<file path="config.mk">
export PLATFORM = sky130hd
export DESIGN_NAME = column_compressor_15x15
export DESIGN_NICKNAME = d
export VERILOG_FILES = /design/src/rtl/column_compressor_15x15.sv
export SDC_FILE = /design/constraint.sdc
export NUM_CORES = 1
export LEC_CHECK = 0
export ABC_AREA = 1
export CORE_MARGIN = 8
export CORE_UTILIZATION = 54
export CTS_BUF_LIST = sky130_fd_sc_hd__clkbuf_4
export DETAILED_ROUTE_END_ITERATION = 8
export GPL_TIMING_DRIVEN = 1
export PLACE_DENSITY = 0.89
export SLEW_MARGIN = 10
export SYNTH_ARGS = -nofsm -noshare
export SYNTH_HDL_FRONTEND = slang
export SYNTH_SLANG_ARGS = --single-unit
</file>
<file path="constraint.sdc">
create_clock -name clk -period 3.56 [get_ports clk]
set_input_delay 0.712 -clock clk [delete_from_list [all_inputs] [get_ports clk]]
set_output_delay 0.712 -clock clk [all_outputs]
set_load 0.05 [all_outputs]
</file>
<file path="src/rtl/column_compressor_15x15.sv">
// Two-stage column compressor for a 15x15 unsigned multiplier.
// A carry-save tree reduces 29 partial-product columns to two rows, then a final adder forms the 31-bit sum.
module column_compressor_15x15 (
  input  logic        clk,
  input  logic        rst_n,
  input  logic [0:0]  src0,
  input  logic [1:0]  src1,
  input  logic [2:0]  src2,
  input  logic [3:0]  src3,
  input  logic [4:0]  src4,
  input  logic [5:0]  src5,
  input  logic [6:0]  src6,
  input  logic [7:0]  src7,
  input  logic [8:0]  src8,
  input  logic [9:0]  src9,
  input  logic [10:0] src10,
  input  logic [11:0] src11,
  input  logic [12:0] src12,
  input  logic [13:0] src13,
  input  logic [14:0] src14,
  input  logic [13:0] src15,
  input  logic [12:0] src16,
  input  logic [11:0] src17,
  input  logic [10:0] src18,
  input  logic [9:0]  src19,
  input  logic [8:0]  src20,
  input  logic [7:0]  src21,
  input  logic [6:0]  src22,
  input  logic [5:0]  src23,
  input  logic [4:0]  src24,
  input  logic [3:0]  src25,
  input  logic [2:0]  src26,
  input  logic [1:0]  src27,
  input  logic [0:0]  src28,
  output logic        dst0,
  output logic        dst1,
  output logic        dst2,
  output logic        dst3,
  output logic        dst4,
  output logic        dst5,
  output logic        dst6,
  output logic        dst7,
  output logic        dst8,
  output logic        dst9,
  output logic        dst10,
  output logic        dst11,
  output logic        dst12,
  output logic        dst13,
  output logic        dst14,
  output logic        dst15,
  output logic        dst16,
  output logic        dst17,
  output logic        dst18,
  output logic        dst19,
  output logic        dst20,
  output logic        dst21,
  output logic        dst22,
  output logic        dst23,
  output logic        dst24,
  output logic        dst25,
  output logic        dst26,
  output logic        dst27,
  output logic        dst28,
  output logic        dst29,
  output logic        dst30
);

  localparam int COLS   = 29;
  localparam int ROWS   = 15;
  localparam int SUM_W  = 31;
  localparam int LEVELS = 6;   // 15 -> 10 -> 7 -> 5 -> 4 -> 3 -> 2 rows

  typedef logic [SUM_W-1:0] row_t;

  logic [ROWS-1:0] col [COLS];
  row_t sum_row, carry_row;
  row_t sum_row_p1, carry_row_p1;
  row_t sum_p2;

  function automatic row_t fa_sum(input row_t a, input row_t b, input row_t c);
    return a ^ b ^ c;
  endfunction

  // Carry bits move one column up; the total never reaches 2^31, so bit 30's carry is always 0.
  function automatic row_t fa_carry(input row_t a, input row_t b, input row_t c);
    return ((a & b) | (a & c) | (b & c)) << 1;
  endfunction

  assign col[0]  = ROWS'(src0);
  assign col[1]  = ROWS'(src1);
  assign col[2]  = ROWS'(src2);
  assign col[3]  = ROWS'(src3);
  assign col[4]  = ROWS'(src4);
  assign col[5]  = ROWS'(src5);
  assign col[6]  = ROWS'(src6);
  assign col[7]  = ROWS'(src7);
  assign col[8]  = ROWS'(src8);
  assign col[9]  = ROWS'(src9);
  assign col[10] = ROWS'(src10);
  assign col[11] = ROWS'(src11);
  assign col[12] = ROWS'(src12);
  assign col[13] = ROWS'(src13);
  assign col[14] = ROWS'(src14);
  assign col[15] = ROWS'(src15);
  assign col[16] = ROWS'(src16);
  assign col[17] = ROWS'(src17);
  assign col[18] = ROWS'(src18);
  assign col[19] = ROWS'(src19);
  assign col[20] = ROWS'(src20);
  assign col[21] = ROWS'(src21);
  assign col[22] = ROWS'(src22);
  assign col[23] = ROWS'(src23);
  assign col[24] = ROWS'(src24);
  assign col[25] = ROWS'(src25);
  assign col[26] = ROWS'(src26);
  assign col[27] = ROWS'(src27);
  assign col[28] = ROWS'(src28);

  // ---- Stage 1: carry-save reduction of 15 rows down to 2 ----
  always_comb begin : reduce
    row_t rows [ROWS];
    row_t nxt  [ROWS];
    int   n;
    int   m;
    for (int r = 0; r < ROWS; r++) begin
      rows[r] = '0;
      nxt[r]  = '0;
      for (int c = 0; c < COLS; c++) rows[r][c] = col[c][r];
    end
    n = ROWS;
    for (int lv = 0; lv < LEVELS; lv++) begin
      for (int r = 0; r < ROWS; r++) nxt[r] = '0;
      m = 0;
      for (int g = 0; g < ROWS / 3; g++) begin
        if (3 * g + 2 < n) begin
          nxt[m]     = fa_sum(rows[3*g], rows[3*g+1], rows[3*g+2]);
          nxt[m + 1] = fa_carry(rows[3*g], rows[3*g+1], rows[3*g+2]);
          m = m + 2;
        end
      end
      // Rows left over after grouping by three pass through to the next level untouched.
      for (int r = 0; r < ROWS; r++) begin
        if (r >= n - (n % 3) && r < n) begin
          nxt[m] = rows[r];
          m = m + 1;
        end
      end
      rows = nxt;
      n    = m;
    end
    sum_row   = rows[0];
    carry_row = rows[1];
  end

  // ---- P1: two-row register ----
  always_ff @(posedge clk or negedge rst_n) begin
    if (!rst_n) begin
      sum_row_p1   <= '0;
      carry_row_p1 <= '0;
    end else begin
      sum_row_p1   <= sum_row;
      carry_row_p1 <= carry_row;
    end
  end

  // ---- Stage 2 / P2: carry-propagate add into the output register ----
  always_ff @(posedge clk or negedge rst_n) begin
    if (!rst_n) sum_p2 <= '0;
    else        sum_p2 <= sum_row_p1 + carry_row_p1;
  end

  assign {dst30, dst29, dst28, dst27, dst26, dst25, dst24, dst23, dst22, dst21, dst20,
          dst19, dst18, dst17, dst16, dst15, dst14, dst13, dst12, dst11, dst10,
          dst9, dst8, dst7, dst6, dst5, dst4, dst3, dst2, dst1, dst0} = sum_p2;

endmodule

</file>
; ---- After elaboration in Yosys (flattened, before gate mapping)
; Index checks and enable logic that the tools add are counted.
[word_totals]
ff_bits = 92
input_bits = 227
out_inout_bits = 31
word_cells = 95
[classes]
addsub = 1
bitwise = 91
[op_table]
columns = op, n
row1 = 30-bit OR, 14
row2 = 30-bit bitwise AND, 13
row3 = 31-bit XOR, 9
row4 = 30-bit by 18-bit bitwise AND with 30-bit output, 2
row5 = 31-bit adder, 1
row6 = 30-bit by 31-bit XOR with 31-bit output, 1
row7 = 31-bit by 17-bit XOR with 31-bit output, 1
row8 = 31-bit by 27-bit XOR with 31-bit output, 1
row9 = 29-bit by 30-bit bitwise AND with 30-bit output, 1
row10 = 30-bit by 26-bit bitwise AND with 30-bit output, 1
row11 = 30-bit by 27-bit bitwise AND with 30-bit output, 1
row12 = 27-bit by 30-bit OR with 30-bit output, 1
row13 = 30-bit by 24-bit OR with 30-bit output, 1
row14 = 29-bit by 30-bit XOR with 30-bit output, 1
row15 = 30-bit by 26-bit XOR with 30-bit output, 1
row16 = 29-bit by 26-bit bitwise AND with 29-bit output, 1
row17 = 29-bit by 27-bit bitwise AND with 29-bit output, 1
row18 = 29-bit by 28-bit bitwise AND with 29-bit output, 1
row19 = 29-bit by 28-bit OR with 29-bit output, 1
row20 = 29-bit OR, 1
row21 = 29-bit by 27-bit XOR with 29-bit output, 1
row22 = 29-bit by 28-bit XOR with 29-bit output, 1
row23 = 28-bit by 27-bit bitwise AND with 28-bit output, 1
row24 = 27-bit by 23-bit bitwise AND with 27-bit output, 1
row25 = other kinds (34), 34

; ---- Longest topological paths before layout
; Gate-level depths: netlist (run 1).
[logic_depth]
word_depth = 18
mapped_depth = 12
mapped_depth_nobuf = 12

; ---- Worst setup path before layout (run 1)
; Ideal clock, no wire load.
[synth_path]
kind = input to register
from = in src14[12]
to = reg sum_row_p1[14]
setup_ns = 0.114
arrival_time_ns = 3.762
t_required_ns = 3.446
setup_slack_ns = -0.315
stages = 8
path_buffers = 0
path_cell_list = fa_1 -> inv_1 -> fa_1 -> fa_1 -> fa_1 -> fa_1 -> fa_1 -> inv_1
[synth_between]
elab_chain_cells = 10
[synth_lines]
columns = element, line_no
row1 = "start, declared", 20  ; input logic [14:0] src14,
row2 = 17-bit by 16-bit XOR with 17-bit output, 81  ; return a ^ b ^ c;
row3 = 17-bit by 15-bit XOR with 17-bit output, 81
row4 = 31-bit by 17-bit XOR with 31-bit output, 81
row5 = 31-bit XOR (7 in series), 81
row6 = via sum_row[14], 76  ; row_t sum_row, carry_row;
row7 = "end signal, assigned", 161  ; sum_row_p1 <= sum_row;
row8 = "end, declared", 77  ; row_t sum_row_p1, carry_row_p1;
; The timed path passes the listed nets, and every way through them passes these cells.

; ---- Worst setup path in the final report (run 1)
[layout_path]
from = in src13[2]
to = reg sum_row_p1[14]
[layout_between]
elab_chain_cells = 13
elab_cells_between_ends = 31
classes_between = 31 x bitwise
[layout_lines]
columns = element, line_no
row1 = "start, declared", 19  ; input logic [13:0] src13,
row2 = 29-bit by 27-bit bitwise AND with 29-bit output, 86  ; return ((a & b) | (a & c) | (b & c)) << 1;
row3 = 29-bit OR, 86
row4 = 29-bit by 28-bit OR with 29-bit output, 86
row5 = 29-bit by 30-bit XOR with 30-bit output, 81
row6 = 30-bit by 26-bit XOR with 30-bit output, 81
row7 = 30-bit by 31-bit XOR with 31-bit output, 81
row8 = 31-bit by 27-bit XOR with 31-bit output, 81
row9 = 31-bit XOR (4 in series), 81
row10 = 31-bit XOR (*) (2 in series), 81
row11 = via sum_row[14], 76
; Mark *: on every way through the listed nets, which the timed path passes. The rest lies on a longest branch.

==> flow_summary.html, run 1 <==
<table>
<tr><th>Metric</th><th>Value</th></tr>
<tr><th colspan="2">Detailed routing</th></tr>
<tr><td>Met1 WL</td><td>~7.6 mm</td></tr>
<tr><td>Antenna-violating nets left</td><td>0</td></tr>
<tr><td>DRC marker count from the first detailed-route iteration</td><td>168</td></tr>
<tr><td>Vias per std cell</td><td>4.60</td></tr>
<tr><td>Met3 wire length</td><td>1.10 mm</td></tr>
<tr><td>Average wire per standard cell</td><td>between 10 and 15 um</td></tr>
<tr><td>Count of TritonRoute iterations in the first routing pass</td><td>4</td></tr>
<tr><td>Total Routed Length</td><td>just over 20 mm</td></tr>
<tr><td>Vias post-DR</td><td>6515</td></tr>
<tr><td>DRC</td><td>0</td></tr>
<tr><td>Top routing layer in use</td><td>met4</td></tr>
<tr><td>Met2 layer wire length in the routed design</td><td>11.5 mm</td></tr>
<tr><th colspan="2">Global route</th></tr>
<tr><td>Via count of the first global-routing pass</td><td>7624</td></tr>
<tr><td>Maximum number of pins on one net before global-route repair</td><td>87</td></tr>
<tr><td>Global-route wire length before repair</td><td>34.7 mm</td></tr>
<tr><td>Overall routing resource usage</td><td>0.202</td></tr>
<tr><td>Global-route congestion overflow total</td><td>0</td></tr>
<tr><td>Number of antenna violations at the first check in global routing</td><td>2</td></tr>
<tr><th colspan="2">Critical path</th></tr>
<tr><td>Kind of start point of the critical path</td><td>primary input</td></tr>
<tr><td>Worst flop-to-flop path startpoint</td><td>sum_row_p1[7]$_DFF_PN0_</td></tr>
<tr><td>Crit. End Element</td><td>flop</td></tr>
<tr><td>Critical path class</td><td>primary input to flop</td></tr>
<tr><td>Largest driver fanout on the critical path</td><td>1</td></tr>
<tr><td>CP Launch Point</td><td>src13[2]</td></tr>
<tr><td>R2r worst-path depth</td><td>11</td></tr>
<tr><td>Worst r2r dst</td><td>sum_p2[19]$_DFF_PN0_</td></tr>
<tr><td>R2R Setup Slk</td><td>1.63 ns</td></tr>
<tr><td>Required time of the worst setup path</td><td>3.91 ns</td></tr>
<tr><td>Data arrival time of the critical path</td><td>between 3 and 4 ns</td></tr>
<tr><th colspan="2">Die</th></tr>
<tr><td>Width of the die</td><td>145 um</td></tr>
<tr><td>I/O pin count</td><td>258</td></tr>
<tr><td>CORE AREA</td><td>0.0165 mm2</td></tr>
<tr><td>Total Die Area</td><td>0.0212 mm2</td></tr>
<tr><td>Vertical extent of the die</td><td>145 um</td></tr>
<tr><td>Site Rows</td><td>47</td></tr>
<tr><td>Initial cell density of the core</td><td>0.550</td></tr>
<tr><th colspan="2">Power and ir drop</th></tr>
<tr><td>Peak supply drop</td><td>0.378 mV</td></tr>
<tr><td>Net load switching power</td><td>4.41 mW</td></tr>
<tr><td>Switching share of total power</td><td>0.484</td></tr>
<tr><td>Comb pwr share</td><td>0.752</td></tr>
<tr><td>Sequential share of power</td><td>0.178</td></tr>
<tr><td>Internal power</td><td>roughly 4.7 mW</td></tr>
<tr><td>Power share of the clock group</td><td>0.069</td></tr>
<tr><td>Lkg Pwr</td><td>6.50 nW</td></tr>
<tr><td>Cell area power density</td><td>754 mW/mm2</td></tr>
<tr><th colspan="2">Timing</th></tr>
<tr><td>Clk_skew</td><td>0.0107 ns</td></tr>
<tr><td>Number of failing setup endpoints in the final timing report</td><td>3</td></tr>
<tr><td>Final hold viol count</td><td>0</td></tr>
<tr><td>Slew HR</td><td>0.307</td></tr>
<tr><td>Actual slew at the worst max-slew pin</td><td>1.04 ns</td></tr>
<tr><td>RSZ-0062 raised after global routing</td><td>true</td></tr>
<tr><td>Final Max Slew Viols</td><td>0</td></tr>
<tr><td>Fin crit period</td><td>3.63 ns</td></tr>
<tr><td>PnR worst setup slack</td><td>-0.0750 ns</td></tr>
<tr><td>F_max</td><td>0.275 GHz</td></tr>
<tr><td>Share of the clock period used by the worst path after layout</td><td>1.02</td></tr>
<tr><th colspan="2">Clock network</th></tr>
<tr><td>Buffers inserted during post-CTS setup optimization</td><td>0</td></tr>
<tr><td>Max Root-Sink Buffers</td><td>2</td></tr>
<tr><td>Root Driver</td><td>sky130_fd_sc_hd__clkbuf_4</td></tr>
<tr><td>H-tree depth reported by CTS</td><td>3</td></tr>
<tr><td>Clock Sinks</td><td>86</td></tr>
<tr><td>CTS tree</td><td>yes</td></tr>
<tr><td>Clk pin slew, worst setup/hold paths</td><td>roughly 0.13 ns</td></tr>
<tr><td>Clk Latency, worst-skew pair</td><td>around 0.44 ns</td></tr>
<tr><td>TritonCTS Buffers</td><td>9</td></tr>
<tr><th colspan="2">Synthesis</th></tr>
<tr><td>Number of enable-type register cells in the synthesized netlist</td><td>0</td></tr>
<tr><td>Post-Syn Area per Cell</td><td>slightly below 10 um2</td></tr>
<tr><td>Dominant synthesized flop cell</td><td>sky130_fd_sc_hd__dfrtp_1</td></tr>
<tr><td>Synth Net Count</td><td>approximately 1400</td></tr>
<tr><td>Fraction of registers with async set/reset</td><td>1.00</td></tr>
<tr><td>Sequential cell area fraction in the yosys report</td><td>0.238</td></tr>
<tr><td>Yosys warns</td><td>0</td></tr>
<tr><td>Mapped cell area</td><td>0.00905 mm2</td></tr>
<tr><td>Number of instances in the synthesized netlist</td><td>approximately 900</td></tr>
<tr><td>Count of state elements after synthesis</td><td>86</td></tr>
<tr><td>Library cells used by synthesis</td><td>19</td></tr>
<tr><th colspan="2">Finish</th></tr>
<tr><td>Signed area change from the synthesized netlist to the final layout</td><td>33.5%</td></tr>
<tr><td>FILL cells</td><td>1173</td></tr>
<tr><td>Number of nets in the layout</td><td>1679</td></tr>
<tr><td>Proportion of layout cells with a drive suffix above 1</td><td>0.163</td></tr>
<tr><td>Final design instance area without fill</td><td>0.0121 mm2</td></tr>
<tr><th colspan="2">Worst hold path</th></tr>
<tr><td>Min-Delay Startpoint</td><td>sum_row_p1[5]$_DFF_PN0_</td></tr>
<tr><td>Worst Hold End</td><td>sum_p2[5]$_DFF_PN0_</td></tr>
<tr><td>Class of the tightest hold or removal check</td><td>flop to flop</td></tr>
<tr><td>Hold Crit Depth</td><td>0</td></tr>
<tr><th colspan="2">Outcome</th></tr>
<tr><td>Outcome</td><td>complete, but fails checks</td></tr>
<tr><td>Violations in the final reports</td><td>negative setup slack</td></tr>
<tr><th colspan="2">Placed design</th></tr>
<tr><td>Setup slack at placement</td><td>-0.978 ns</td></tr>
<tr><td>Placed standard-cell area</td><td>0.0119 mm2</td></tr>
<tr><td>Post-DP HPWL</td><td>18.3 mm</td></tr>
<tr><td>Weighted congestion at the end of routability-driven global placement</td><td>0.880</td></tr>
<tr><td>Count of input and output buffers</td><td>257</td></tr>
<tr><th colspan="2">Run</th></tr>
<tr><td># Max-Cap Violations</td><td>0</td></tr>
</table>
==> flip-flops by register name, summed over array words and instances (netlist names) <==
name / cells
sum_p2: 31
sum_row_p1: 31
carry_row_p1: 24
==> layout make-up <==
| type | instances | area, um2 | area share |
|---|---|---|---|
| Multi-Input combinational cell | 515 | 5950 | 0.493 |
| Timing Repair Buffer | 257 | 2330 | 0.193 |
| Sequential cell | 86 | 2150 | 0.178 |
| Inverter | 318 | 1200 | 0.0994 |
| Tap cell | 220 | 275 | 0.0228 |
| Clock inverter | 7 | 95.1 | 0.00787 |
| Clock buffer | 9 | 67.6 | 0.00559 |
| Antenna cell | 3 | 7.51 | 0.000621 |
==> cells in the mapped netlist (2+ instances only) <==
cell type / n / area share
sky130_fd_sc_hd__nand2_2: 5 / 0.0035
sky130_fd_sc_hd__a21oi_1: 12 / 0.0066
sky130_fd_sc_hd__dfrtp_1: 86 / 0.24
sky130_fd_sc_hd__nor2_2: 6 / 0.0041
sky130_fd_sc_hd__nand3_1: 24 / 0.013
sky130_fd_sc_hd__inv_1: 317 / 0.13
sky130_fd_sc_hd__ha_1: 93 / 0.13
sky130_fd_sc_hd__xor2_1: 10 / 0.0097
sky130_fd_sc_hd__nand2_1: 160 / 0.066
sky130_fd_sc_hd__nand4_1: 5 / 0.0035
sky130_fd_sc_hd__xnor2_1: 2 / 0.0019
sky130_fd_sc_hd__fa_1: 172 / 0.38
sky130_fd_sc_hd__nor3_1: 2 / 0.0011
sky130_fd_sc_hd__nor2_1: 20 / 0.0083
==> layer usage <==
metal,vias to the layer above,track usage
met5,-,0
met4,0,0.0536
met2,197,0.387
met1,3157,0.217
met3,31,0.0466
li1,3130,-
==> worst max-delay path by stage <==
stage / to / slack, ns / cells past startpoint
finish: sum_row_p1[14]$_DFF_PN0_ / -0.07 / 9
global route: sum_row_p1[14]$_DFF_PN0_ / -0.12 / 11
detailed placement: sum_row_p1[16]$_DFF_PN0_ / -0.98 / 11
global placement: sum_row_p1[16]$_DFF_PN0_ / -0.95 / 11
CTS: sum_row_p1[14]$_DFF_PN0_ / -0.14 / 11
floorplan: sum_row_p1[14]$_DFF_PN0_ / -0.31 / 10
==> power groups by stage <==
stage,logic (mW),registers (mW),clock network [mW]
final,6.85,1.62,0.630
after global routing,7.91,1.66,0.690
after CTS,6.78,1.63,0.653
after detailed placement,6.16,1.65,0
after global placement,5.91,1.64,0
after floorplan,3.67,2.21,0
==> timing repair <==
item	CTS	global route
endpoints found under the setup margin	26	22
pin swaps	123	80
hold buffers	0	0
resized for setup	323	67
==> through the flow <==
step	util	instances	hold WS (ns)	power [mW]	TNS [ns]
2_1_floorplan	-	919	0.331	5.88	-2.32
3_3_place_gp	0.724	1396	0.331	7.55	-20.25
3_5_place_dp	0.724	1396	0.337	7.81	-22.03
4_1_cts	0.730	1412	0.368	9.06	-0.337
5_1_grt	0.734	1414	0.374	10.3	-0.327
6_report	0.734	1415	0.358	9.11	-0.154
==> critical path: stages <==
cell	delay (ns)
sky130_fd_sc_hd__dlygate4sd2_1	0.25
sky130_fd_sc_hd__fa_2	0.40
sky130_fd_sc_hd__fa_1	0.57
sky130_fd_sc_hd__inv_2	0.05
sky130_fd_sc_hd__fa_1	0.48
sky130_fd_sc_hd__fa_2	0.58
sky130_fd_sc_hd__fa_1	0.42
sky130_fd_sc_hd__fa_1	0.49
sky130_fd_sc_hd__inv_1	0.04
==> kinds of logic (layout without fill, tap and decap cells) <==
family | Yosys count | count (layout) | share of synthesized area
buffers and inverters | 318 | 591 | 0.132
adder cells (fa/ha/maj) | 265 | 265 | 0.509
AND/OR/NAND/NOR | 225 | 225 | 0.102
flip-flops | 86 | 86 | 0.238
AO/OA/AOI/OAI | 13 | 13 | 0.00760
XOR/XNOR | 12 | 12 | 0.0116
other | 0 | 3 | 0
==> cells in the final DEF, fill, tap and decap left out, types with 2 or more instances in the layout <==
cell / Yosys / routed
sky130_fd_sc_hd__clkbuf_4: 0 / 9
sky130_fd_sc_hd__dfrtp_1: 86 / 86
sky130_fd_sc_hd__nor3_1: 2 / 2
sky130_fd_sc_hd__bufinv_16: 0 / 2
sky130_fd_sc_hd__buf_6: 0 / 5
sky130_fd_sc_hd__inv_1: 317 / 242
sky130_fd_sc_hd__nand2_1: 160 / 160
sky130_fd_sc_hd__nand2_2: 5 / 5
sky130_fd_sc_hd__nor2_1: 20 / 20
sky130_fd_sc_hd__inv_6: 0 / 3
sky130_fd_sc_hd__nand3_1: 24 / 24
sky130_fd_sc_hd__nor2_2: 6 / 6
sky130_fd_sc_hd__diode_2: 0 / 3
sky130_fd_sc_hd__fa_1: 172 / 139
sky130_fd_sc_hd__clkdlybuf4s15_1: 0 / 18
sky130_fd_sc_hd__nand4_1: 5 / 5
sky130_fd_sc_hd__a21oi_1: 12 / 12
sky130_fd_sc_hd__clkdlybuf4s15_2: 0 / 2
sky130_fd_sc_hd__fa_2: 0 / 33
sky130_fd_sc_hd__xor2_1: 10 / 10
sky130_fd_sc_hd__clkdlybuf4s50_1: 0 / 116
sky130_fd_sc_hd__dlymetal6s2s_1: 0 / 7
sky130_fd_sc_hd__buf_2: 0 / 25
sky130_fd_sc_hd__inv_2: 1 / 75
sky130_fd_sc_hd__clkbuf_2: 0 / 11
sky130_fd_sc_hd__dlygate4sd2_1: 0 / 71
sky130_fd_sc_hd__ha_4: 0 / 13
sky130_fd_sc_hd__ha_1: 93 / 80
sky130_fd_sc_hd__xnor2_1: 2 / 2
Note: power is estimated with default switching activity, not from simulation.
==> run 2, diff against run 1 <==
--- a/config.mk
+++ b/config.mk
@@ -12,6 +12,7 @@
 export DETAILED_ROUTE_END_ITERATION = 8
 export GPL_TIMING_DRIVEN = 1
 export PLACE_DENSITY = 0.89
+export RECOVER_POWER = 25
 export SLEW_MARGIN = 10
 export SYNTH_ARGS = -nofsm -noshare
 export SYNTH_HDL_FRONTEND = slang
==> flow_summary.html, run 2 (synthesis gave the netlist of run 1 again) <==
<table>
<tr><th>Metric</th><th>Value</th></tr>
<tr><th colspan="2">Die</th></tr>
<tr><td>Width of the die</td><td>145 um (unchanged)</td></tr>
<tr><td>I/O pin count</td><td>258 (unchanged)</td></tr>
<tr><td>Site Rows</td><td>47 (unchanged)</td></tr>
<tr><td>Total Die Area</td><td>0.0212 mm2 (unchanged)</td></tr>
<tr><td>Vertical extent of the die</td><td>145 um (unchanged)</td></tr>
<tr><td>Initial cell density of the core</td><td>0.550 (unchanged)</td></tr>
<tr><td>CORE AREA</td><td>0.0165 mm2 (unchanged)</td></tr>
<tr><th colspan="2">Detailed routing</th></tr>
<tr><td>Average wire per standard cell</td><td>14.6 um (about the same)</td></tr>
<tr><td>Top routing layer in use</td><td>met4</td></tr>
<tr><td>Met2 layer wire length in the routed design</td><td>11.5 mm (-0.22%)</td></tr>
<tr><td>Met1 WL</td><td>7.59 mm (-0.37%)</td></tr>
<tr><td>Vias per std cell</td><td>4.61 (about the same)</td></tr>
<tr><td>Met3 wire length</td><td>1.12 mm (+2.3%)</td></tr>
<tr><td>DRC marker count from the first detailed-route iteration</td><td>168 (unchanged)</td></tr>
<tr><td>Total Routed Length</td><td>20.6 mm (about the same)</td></tr>
<tr><td>DRC</td><td>0 (unchanged)</td></tr>
<tr><td>Count of TritonRoute iterations in the first routing pass</td><td>4 (unchanged)</td></tr>
<tr><td>Vias post-DR</td><td>6518 (+0.046%)</td></tr>
<tr><td>Antenna-violating nets left</td><td>0 (unchanged)</td></tr>
<tr><th colspan="2">Finish</th></tr>
<tr><td>Commonest non-fill, non-tap cell in the layout</td><td>sky130_fd_sc_hd__inv_1</td></tr>
<tr><td>Proportion of layout cells with a drive suffix above 1</td><td>0.163 (unchanged)</td></tr>
<tr><td>Largest registers</td><td>sum_p2 x31, sum_row_p1 x31, carry_row_p1 x24</td></tr>
<tr><td>Commonest cells after routing, fill and taps aside</td><td>sky130_fd_sc_hd__inv_1, sky130_fd_sc_hd__nand2_1, sky130_fd_sc_hd__fa_1</td></tr>
<tr><td>Utilization of the core after routing</td><td>0.734 (about the same)</td></tr>
<tr><td>Signed area change from the synthesized netlist to the final layout</td><td>33.4% (about the same)</td></tr>
<tr><td>Number of nets in the layout</td><td>1679 (unchanged)</td></tr>
<tr><th colspan="2">Clock network</th></tr>
<tr><td>Hold buffers post-CTS</td><td>0 (unchanged)</td></tr>
<tr><td>TritonCTS Buffers</td><td>9 (unchanged)</td></tr>
<tr><td>Root Driver</td><td>sky130_fd_sc_hd__clkbuf_4</td></tr>
<tr><td>Clk pin slew, worst setup/hold paths</td><td>0.13 ns (about the same)</td></tr>
<tr><td>Max Root-Sink Buffers</td><td>2 (unchanged)</td></tr>
<tr><td>Clk Latency, worst-skew pair</td><td>0.44 ns (about the same)</td></tr>
<tr><td>CTS tree</td><td>yes</td></tr>
<tr><td>H-tree depth reported by CTS</td><td>3 (unchanged)</td></tr>
<tr><td>Buffers inserted during post-CTS setup optimization</td><td>0 (unchanged)</td></tr>
<tr><td>Clock Sinks</td><td>86 (unchanged)</td></tr>
<tr><th colspan="2">Critical path</th></tr>
<tr><td>Data arrival time of the critical path</td><td>3.99 ns (about the same)</td></tr>
<tr><td>Largest driver fanout on the critical path</td><td>1 (unchanged)</td></tr>
<tr><td>R2r worst-path depth</td><td>11 (unchanged)</td></tr>
<tr><td>Kind of start point of the critical path</td><td>primary input</td></tr>
<tr><td>R2R Setup Slk</td><td>1.63 ns (about the same)</td></tr>
<tr><td>Required time of the worst setup path</td><td>3.91 ns (about the same)</td></tr>
<tr><td>Crit. End Element</td><td>flop</td></tr>
<tr><td>Critical path class</td><td>primary input to flop</td></tr>
<tr><th colspan="2">Timing</th></tr>
<tr><td>Actual slew at the worst max-slew pin</td><td>2.04 ns (+0.997 ns)</td></tr>
<tr><td>Share of the clock period used by the worst path after layout</td><td>1.02 (about the same)</td></tr>
<tr><td>Slew HR</td><td>-0.358 (-0.665)</td></tr>
<tr><td>PnR worst setup slack</td><td>-0.0761 ns (-0.00110 ns)</td></tr>
<tr><td>RSZ-0062 raised after global routing</td><td>true</td></tr>
<tr><td>Final Max Slew Viols</td><td>87 (+87)</td></tr>
<tr><td>Clk_skew</td><td>0.0107 ns (-0.0000308 ns)</td></tr>
<tr><td>F_max</td><td>0.275 GHz (about the same)</td></tr>
<tr><td>Final hold viol count</td><td>0 (unchanged)</td></tr>
<tr><td>Fin crit period</td><td>3.64 ns (+0.00110 ns)</td></tr>
<tr><td>Number of failing setup endpoints in the final timing report</td><td>3 (unchanged)</td></tr>
<tr><td>Worst slack on hold paths</td><td>0.358 ns (+0.0000710 ns)</td></tr>
<tr><th colspan="2">Outcome</th></tr>
<tr><td>Outcome</td><td>complete, but fails checks</td></tr>
<tr><td>Violations in the final reports</td><td>max-capacitance violations, max-slew violations, negative setup slack</td></tr>
<tr><th colspan="2">Power and ir drop</th></tr>
<tr><td>Lkg Pwr</td><td>6.50 nW (about the same)</td></tr>
<tr><td>Internal power</td><td>4.70 mW (unchanged)</td></tr>
<tr><td>Comb pwr share</td><td>0.752 (about the same)</td></tr>
<tr><td>Final Power</td><td>9.10 mW (about the same)</td></tr>
<tr><td>Cell area power density</td><td>754 mW/mm2 (about the same)</td></tr>
<tr><td>Switching share of total power</td><td>0.484 (about the same)</td></tr>
<tr><td>Net load switching power</td><td>4.41 mW (about the same)</td></tr>
<tr><td>Power share of the clock group</td><td>0.069 (about the same)</td></tr>
<tr><td>Sequential share of power</td><td>0.179 (about the same)</td></tr>
<tr><td>Peak supply drop</td><td>0.378 mV (about the same)</td></tr>
<tr><th colspan="2">Worst hold path</th></tr>
<tr><td>Hold Crit Depth</td><td>0 (unchanged)</td></tr>
<tr><td>Class of the tightest hold or removal check</td><td>flop to flop</td></tr>
<tr><th colspan="2">Global route</th></tr>
<tr><td>Via count of the first global-routing pass</td><td>7624 (unchanged)</td></tr>
<tr><td>Number of antenna violations at the first check in global routing</td><td>2 (unchanged)</td></tr>
<tr><td>Global-route wire length before repair</td><td>34.7 mm (unchanged)</td></tr>
<tr><td>Overall routing resource usage</td><td>0.202 (unchanged)</td></tr>
<tr><td>Maximum number of pins on one net before global-route repair</td><td>87 (unchanged)</td></tr>
<tr><td>Global-route congestion overflow total</td><td>0 (unchanged)</td></tr>
<tr><th colspan="2">Run</th></tr>
<tr><td># Max-Cap Violations</td><td>1 (+1)</td></tr>
<tr><th colspan="2">Placed design</th></tr>
<tr><td>Post-DP HPWL</td><td>18.3 mm (unchanged)</td></tr>
<tr><td>Weighted congestion at the end of routability-driven global placement</td><td>0.880 (unchanged)</td></tr>
<tr><td>Count of input and output buffers</td><td>257 (unchanged)</td></tr>
</table>
-- run 2: cell count changes in the layout (fill, tap and decap cells not counted) --
cell | before | now
sky130_fd_sc_hd__buf_4 | 1 | 0
sky130_fd_sc_hd__clkbuf_2 | 11 | 12
sky130_fd_sc_hd__clkdlybuf4s50_1 | 116 | 114
sky130_fd_sc_hd__dlygate4sd3_1 | 0 | 2
-- run 2: final cells by class --
cell class / instances / area, um2
diodes: 3 / 7.51
clock buffers: 9 / 67.6
clock inverters: 7 / 95.1
fillers: 1174 / 4390
inverters: 318 / 1200
multi-input cells: 515 / 5950
flip-flops and latches: 86 / 2150
well taps: 220 / 275
repair buffers: 257 / 2330
-- run 2: metal layers --
metal,up-vias,global-route usage
met3,33,0.0466
li1,3130,-
met1,3150,0.217
met2,205,0.387
met5,-,0
met4,0,0.0536
-- run 2: path summary, 6_finish.rpt --
path | from | endpoint
hold reg to reg | sum_row_p1[5]$_DFF_PN0_ | sum_p2[5]$_DFF_PN0_
hold / removal | sum_row_p1[5]$_DFF_PN0_ | sum_p2[5]$_DFF_PN0_
setup reg to reg | sum_row_p1[7]$_DFF_PN0_ | sum_p2[19]$_DFF_PN0_
setup / recovery | src13[2] | sum_row_p1[14]$_DFF_PN0_
max in group asynchronous | rst_n | sum_p2[0]$_DFF_PN0_
min in group asynchronous | rst_n | sum_row_p1[2]$_DFF_PN0_
-- run 2: worst max-delay path: stages --
cell and delay [ns]:
sky130_fd_sc_hd__dlygate4sd2_1 0.25, sky130_fd_sc_hd__fa_2 0.40, sky130_fd_sc_hd__fa_1 0.57, sky130_fd_sc_hd__inv_2 0.05
sky130_fd_sc_hd__fa_1 0.48, sky130_fd_sc_hd__fa_2 0.58, sky130_fd_sc_hd__fa_1 0.42, sky130_fd_sc_hd__fa_1 0.49
sky130_fd_sc_hd__inv_1 0.04
-- run 2: per-stage QoR --
| stage | setup WS (ns) | setup TNS, ns | instances | area [um2] |
|---|---|---|---|---|
| final | -0.0761 | -0.157 | 1415 | 12100 |
| after global routing | -0.120 | -0.327 | 1414 | 12100 |
| after CTS | -0.139 | -0.337 | 1412 | 12000 |
| after detailed placement | -0.978 | -22.03 | 1396 | 11900 |
| after global placement | -0.946 | -20.25 | 1396 | 11900 |
| after floorplan | -0.309 | -2.32 | 919 | 9080 |
-- run 2: power groups by stage --
stage                     clock network, mW  logic, mW  registers (mW)
final                                 0.630       6.85            1.63
after global routing                  0.690       7.91            1.66
after CTS                             0.653       6.78            1.63
after detailed placement                  0       6.16            1.65
after global placement                    0       5.91            1.64
after floorplan                           0       3.67            2.21
-- run 2: timing repair --
| action | 4_1_cts | 5_1_grt |
|---|---|---|
| resized for setup | 323 | 67 |
| endpoints found under the setup margin | 26 | 22 |
| gates cloned | 0 | 0 |
| pin swaps | 123 | 80 |
==> run 3, diff against run 2 <==
--- a/config.mk
+++ b/config.mk
@@ -6,7 +6,7 @@
 export NUM_CORES = 1
 export LEC_CHECK = 0
 export ABC_AREA = 1
-export CORE_MARGIN = 8
+export CORE_MARGIN = 2
 export CORE_UTILIZATION = 54
 export CTS_BUF_LIST = sky130_fd_sc_hd__clkbuf_4
 export DETAILED_ROUTE_END_ITERATION = 8
==> flow_summary.html, run 3 (synthesis gave the netlist of run 1 again) <==
<table>
<tr><th>Metric</th><th>Value</th></tr>
<tr><th colspan="2">Outcome</th></tr>
<tr><td>Outcome</td><td>complete, but fails checks</td></tr>
<tr><td>Violations in the final reports</td><td>max-capacitance violations, max-slew violations, negative setup slack</td></tr>
<tr><th colspan="2">Clock network</th></tr>
<tr><td>Max Root-Sink Buffers</td><td>2 (unchanged)</td></tr>
<tr><td>Root Driver</td><td>sky130_fd_sc_hd__clkbuf_4</td></tr>
<tr><td>H-tree depth reported by CTS</td><td>3 (unchanged)</td></tr>
<tr><td>Clk pin slew, worst setup/hold paths</td><td>0.14 ns (about the same)</td></tr>
<tr><td>Clk Latency, worst-skew pair</td><td>0.43 ns (about the same)</td></tr>
<tr><td>Clock Sinks</td><td>86 (unchanged)</td></tr>
<tr><td>Hold buffers post-CTS</td><td>0 (unchanged)</td></tr>
<tr><td>TritonCTS Buffers</td><td>9 (unchanged)</td></tr>
<tr><td>CTS tree</td><td>yes</td></tr>
<tr><th colspan="2">Timing</th></tr>
<tr><td>Final Max Slew Viols</td><td>87 (unchanged)</td></tr>
<tr><td>Clk_skew</td><td>0.0121 ns (+0.00139 ns)</td></tr>
<tr><td>Worst slack on hold paths</td><td>0.364 ns (+0.00601 ns)</td></tr>
<tr><td>Fin crit period</td><td>3.71 ns (+0.0758 ns)</td></tr>
<tr><td>Setup_tns</td><td>-0.357 ns (-0.201 ns)</td></tr>
<tr><td>PnR worst setup slack</td><td>-0.152 ns (-0.0758 ns)</td></tr>
<tr><td>Slew HR</td><td>-0.339 (+0.0185)</td></tr>
<tr><td>RSZ-0062 raised after global routing</td><td>true</td></tr>
<tr><td>Share of the clock period used by the worst path after layout</td><td>1.04 (+0.0213)</td></tr>
<tr><td>Actual slew at the worst max-slew pin</td><td>2.01 ns (-0.0278 ns)</td></tr>
<tr><td>Number of failing setup endpoints in the final timing report</td><td>3 (unchanged)</td></tr>
<tr><td>F_max</td><td>0.269 GHz (-2.0%)</td></tr>
<tr><td>Final hold viol count</td><td>0 (unchanged)</td></tr>
<tr><th colspan="2">Power and ir drop</th></tr>
<tr><td>Peak supply drop</td><td>0.498 mV (+32%)</td></tr>
<tr><td>Cell area power density</td><td>744 mW/mm2 (-1.2%)</td></tr>
<tr><td>Lkg Pwr</td><td>6.56 nW (+0.92%)</td></tr>
<tr><td>Internal power</td><td>4.59 mW (-2.3%)</td></tr>
<tr><td>Net load switching power</td><td>4.36 mW (-1.2%)</td></tr>
<tr><td>Comb pwr share</td><td>0.749 (-0.003)</td></tr>
<tr><td>Switching share of total power</td><td>0.487 (+0.00292)</td></tr>
<tr><td>Sequential share of power</td><td>0.183 (+0.004)</td></tr>
<tr><td>Power share of the clock group</td><td>0.068 (about the same)</td></tr>
<tr><th colspan="2">Detailed routing</th></tr>
<tr><td>Average wire per standard cell</td><td>13.9 um (-4.3%)</td></tr>
<tr><td>Total Routed Length</td><td>19.7 mm (-4.3%)</td></tr>
<tr><td>Vias post-DR</td><td>6577 (+0.91%)</td></tr>
<tr><td>DRC</td><td>0 (unchanged)</td></tr>
<tr><td>Vias per std cell</td><td>4.65 (+0.91%)</td></tr>
<tr><td>DRC marker count from the first detailed-route iteration</td><td>153 (-8.9%)</td></tr>
<tr><td>Count of TritonRoute iterations in the first routing pass</td><td>5 (+1)</td></tr>
<tr><td>Antenna-violating nets left</td><td>0 (unchanged)</td></tr>
<tr><th colspan="2">Placed design</th></tr>
<tr><td>Post-DP HPWL</td><td>17.3 mm (-5.6%)</td></tr>
<tr><td>Weighted congestion at the end of routability-driven global placement</td><td>0.879 (-0.16%)</td></tr>
<tr><td>Count of input and output buffers</td><td>257 (unchanged)</td></tr>
<tr><td>Post-Place Cells</td><td>1396 (unchanged)</td></tr>
<tr><th colspan="2">Critical path</th></tr>
<tr><td>CP Launch Point</td><td>src14[10]</td></tr>
<tr><td>Largest driver fanout on the critical path</td><td>1 (unchanged)</td></tr>
<tr><td>Critical path class</td><td>primary input to flop</td></tr>
<tr><td>Required time of the worst setup path</td><td>3.91 ns (about the same)</td></tr>
<tr><td>Critical path's slowest cell</td><td>sky130_fd_sc_hd__fa_2</td></tr>
<tr><td>Worst flop-to-flop path startpoint</td><td>sum_row_p1[7]$_DFF_PN0_</td></tr>
<tr><td>Data arrival time of the critical path</td><td>4.06 ns (+0.07 ns)</td></tr>
<tr><td>Crit. End Element</td><td>flop</td></tr>
<tr><td>Kind of start point of the critical path</td><td>primary input</td></tr>
<tr><td>R2r worst-path depth</td><td>11 (unchanged)</td></tr>
<tr><td>Crit-path max cell delay</td><td>0.58 ns (about the same)</td></tr>
<tr><td>Worst path cell trace</td><td>dlygate4sd2_1, inv_2, fa_1, fa_2, fa_1, fa_1, fa_2, fa_2, inv_2</td></tr>
<tr><th colspan="2">Finish</th></tr>
<tr><td>Proportion of layout cells with a drive suffix above 1</td><td>0.174 (+0.0117)</td></tr>
<tr><td>Largest registers</td><td>sum_p2 x31, sum_row_p1 x31, carry_row_p1 x24</td></tr>
<tr><td>Signed area change from the synthesized netlist to the final layout</td><td>32.7%</td></tr>
<tr><td>Commonest cells after routing, fill and taps aside</td><td>sky130_fd_sc_hd__inv_1, sky130_fd_sc_hd__nand2_1, sky130_fd_sc_hd__fa_1</td></tr>
<tr><td>Commonest non-fill, non-tap cell in the layout</td><td>sky130_fd_sc_hd__inv_1</td></tr>
<tr><td>Final Non-Filler Cells</td><td>1415 (unchanged)</td></tr>
<tr><td>Number of nets in the layout</td><td>1679 (unchanged)</td></tr>
<tr><th colspan="2">Run</th></tr>
<tr><td># Max-Cap Violations</td><td>1 (unchanged)</td></tr>
<tr><th colspan="2">Global route</th></tr>
<tr><td>Overall routing resource usage</td><td>0.233 (+0.0307)</td></tr>
<tr><td>Global-route wire length before repair</td><td>32.8 mm (-5.6%)</td></tr>
<tr><td>Global-route congestion overflow total</td><td>0 (unchanged)</td></tr>
<tr><td>Via count of the first global-routing pass</td><td>7530 (-1.2%)</td></tr>
<tr><td>Maximum number of pins on one net before global-route repair</td><td>87 (unchanged)</td></tr>
<tr><td>Number of antenna violations at the first check in global routing</td><td>3 (+1)</td></tr>
<tr><th colspan="2">Die</th></tr>
<tr><td>Width of the die</td><td>133 um (-8.2%)</td></tr>
<tr><td>Initial cell density of the core</td><td>0.550 (unchanged)</td></tr>
<tr><td>I/O pin count</td><td>258 (unchanged)</td></tr>
<tr><td>CORE AREA</td><td>0.0165 mm2 (unchanged)</td></tr>
<tr><td>Total Die Area</td><td>0.0178 mm2 (-16%)</td></tr>
<tr><td>Site Rows</td><td>47 (unchanged)</td></tr>
<tr><td>Vertical extent of the die</td><td>133 um (-8.2%)</td></tr>
<tr><th colspan="2">Worst hold path</th></tr>
<tr><td>Min-Delay Startpoint</td><td>sum_row_p1[6]$_DFF_PN0_</td></tr>
<tr><td>Hold Crit Depth</td><td>0 (unchanged)</td></tr>
<tr><td>Class of the tightest hold or removal check</td><td>flop to flop</td></tr>
</table>
==> run 3: cell count changes in the layout (fill, tap and decap cells not counted), sizes merged, moves of 2 or more <==
| cell | previous run | this run |
|---|---|---|
| inv | 321 | 318 |
| clkbuf | 21 | 30 |
| clkdlybuf4s15 | 20 | 23 |
| clkdlybuf4s50 | 114 | 104 |
| clkinv | 2 | 4 |
| dlygate4sd2 | 71 | 60 |
| dlymetal6s2s | 7 | 17 |
==> run 3: what timing repair did <==
action | in CTS | in global routing
pin swaps | 124 | 91
setup endpoints to repair | 25 | 22
buffers inserted | 0 | 0
gates resized for setup | 332 | 92
==> run 3: critical path: cells and delay by family <==
| kind | cells | cell delay, ns |
|---|---|---|
| fa+ha+maj | 6 | 3.04 |
| buf+inv | 3 | 0.30 |
==> run 3: final timing paths <==
check | endpoint | slack (ns)
max | sum_row_p1[14]$_DFF_PN0_ | -0.15
min reg2reg | sum_p2[6]$_DFF_PN0_ | 0.36
min in group asynchronous | sum_row_p1[2]$_DFF_PN0_ | 0.82
min | sum_p2[6]$_DFF_PN0_ | 0.36
max reg2reg | sum_p2[23]$_DFF_PN0_ | 1.62
max in group asynchronous | carry_row_p1[24]$_DFF_PN0_ | 1.54
==> run 3: cell type report <==
| cell class | instances | area [um2] |
|---|---|---|
| antenna | 3 | 7.51 |
| multi-input combinational | 515 | 5900 |
| fill | 1183 | 4450 |
| inverter | 318 | 1200 |
| tap | 220 | 275 |
| clock buffer | 9 | 67.6 |
| sequential | 86 | 2150 |
| clock inverter | 7 | 88.8 |
| timing repair buffer | 257 | 2320 |
==> run 3: per-layer routing <==
layer / wire, um / part of all wire / track usage
met5: 0 / 0 / 0
met4: 514 / 0.026 / 0.0715
met3: 1080 / 0.055 / 0.0445
met2: 11200 / 0.57 / 0.459
met1: 6930 / 0.35 / 0.248
==> run 3: through the flow <==
stage | utilization | power [mW] | instance area (um2) | setup slack [ns]
6_report | 0.730 | 8.94 | 12000 | -0.152
5_1_grt | 0.730 | 10.0 | 12000 | -0.191
4_1_cts | 0.731 | 8.93 | 12000 | -0.195
3_5_place_dp | 0.724 | 7.79 | 11900 | -1.02
3_3_place_gp | 0.724 | 7.53 | 11900 | -0.944
2_1_floorplan | - | 5.88 | 9080 | -0.309
==> run 3: power groups by stage <==
stage                     sequential (mW)  combinational (mW)  clock, mW
final                                1.64                6.70      0.607
after global routing                 1.67                7.67      0.659
after floorplan                      2.21                3.67          0
after global placement               1.64                5.89          0
after CTS                            1.64                6.67      0.624
after detailed placement             1.66                6.14          0
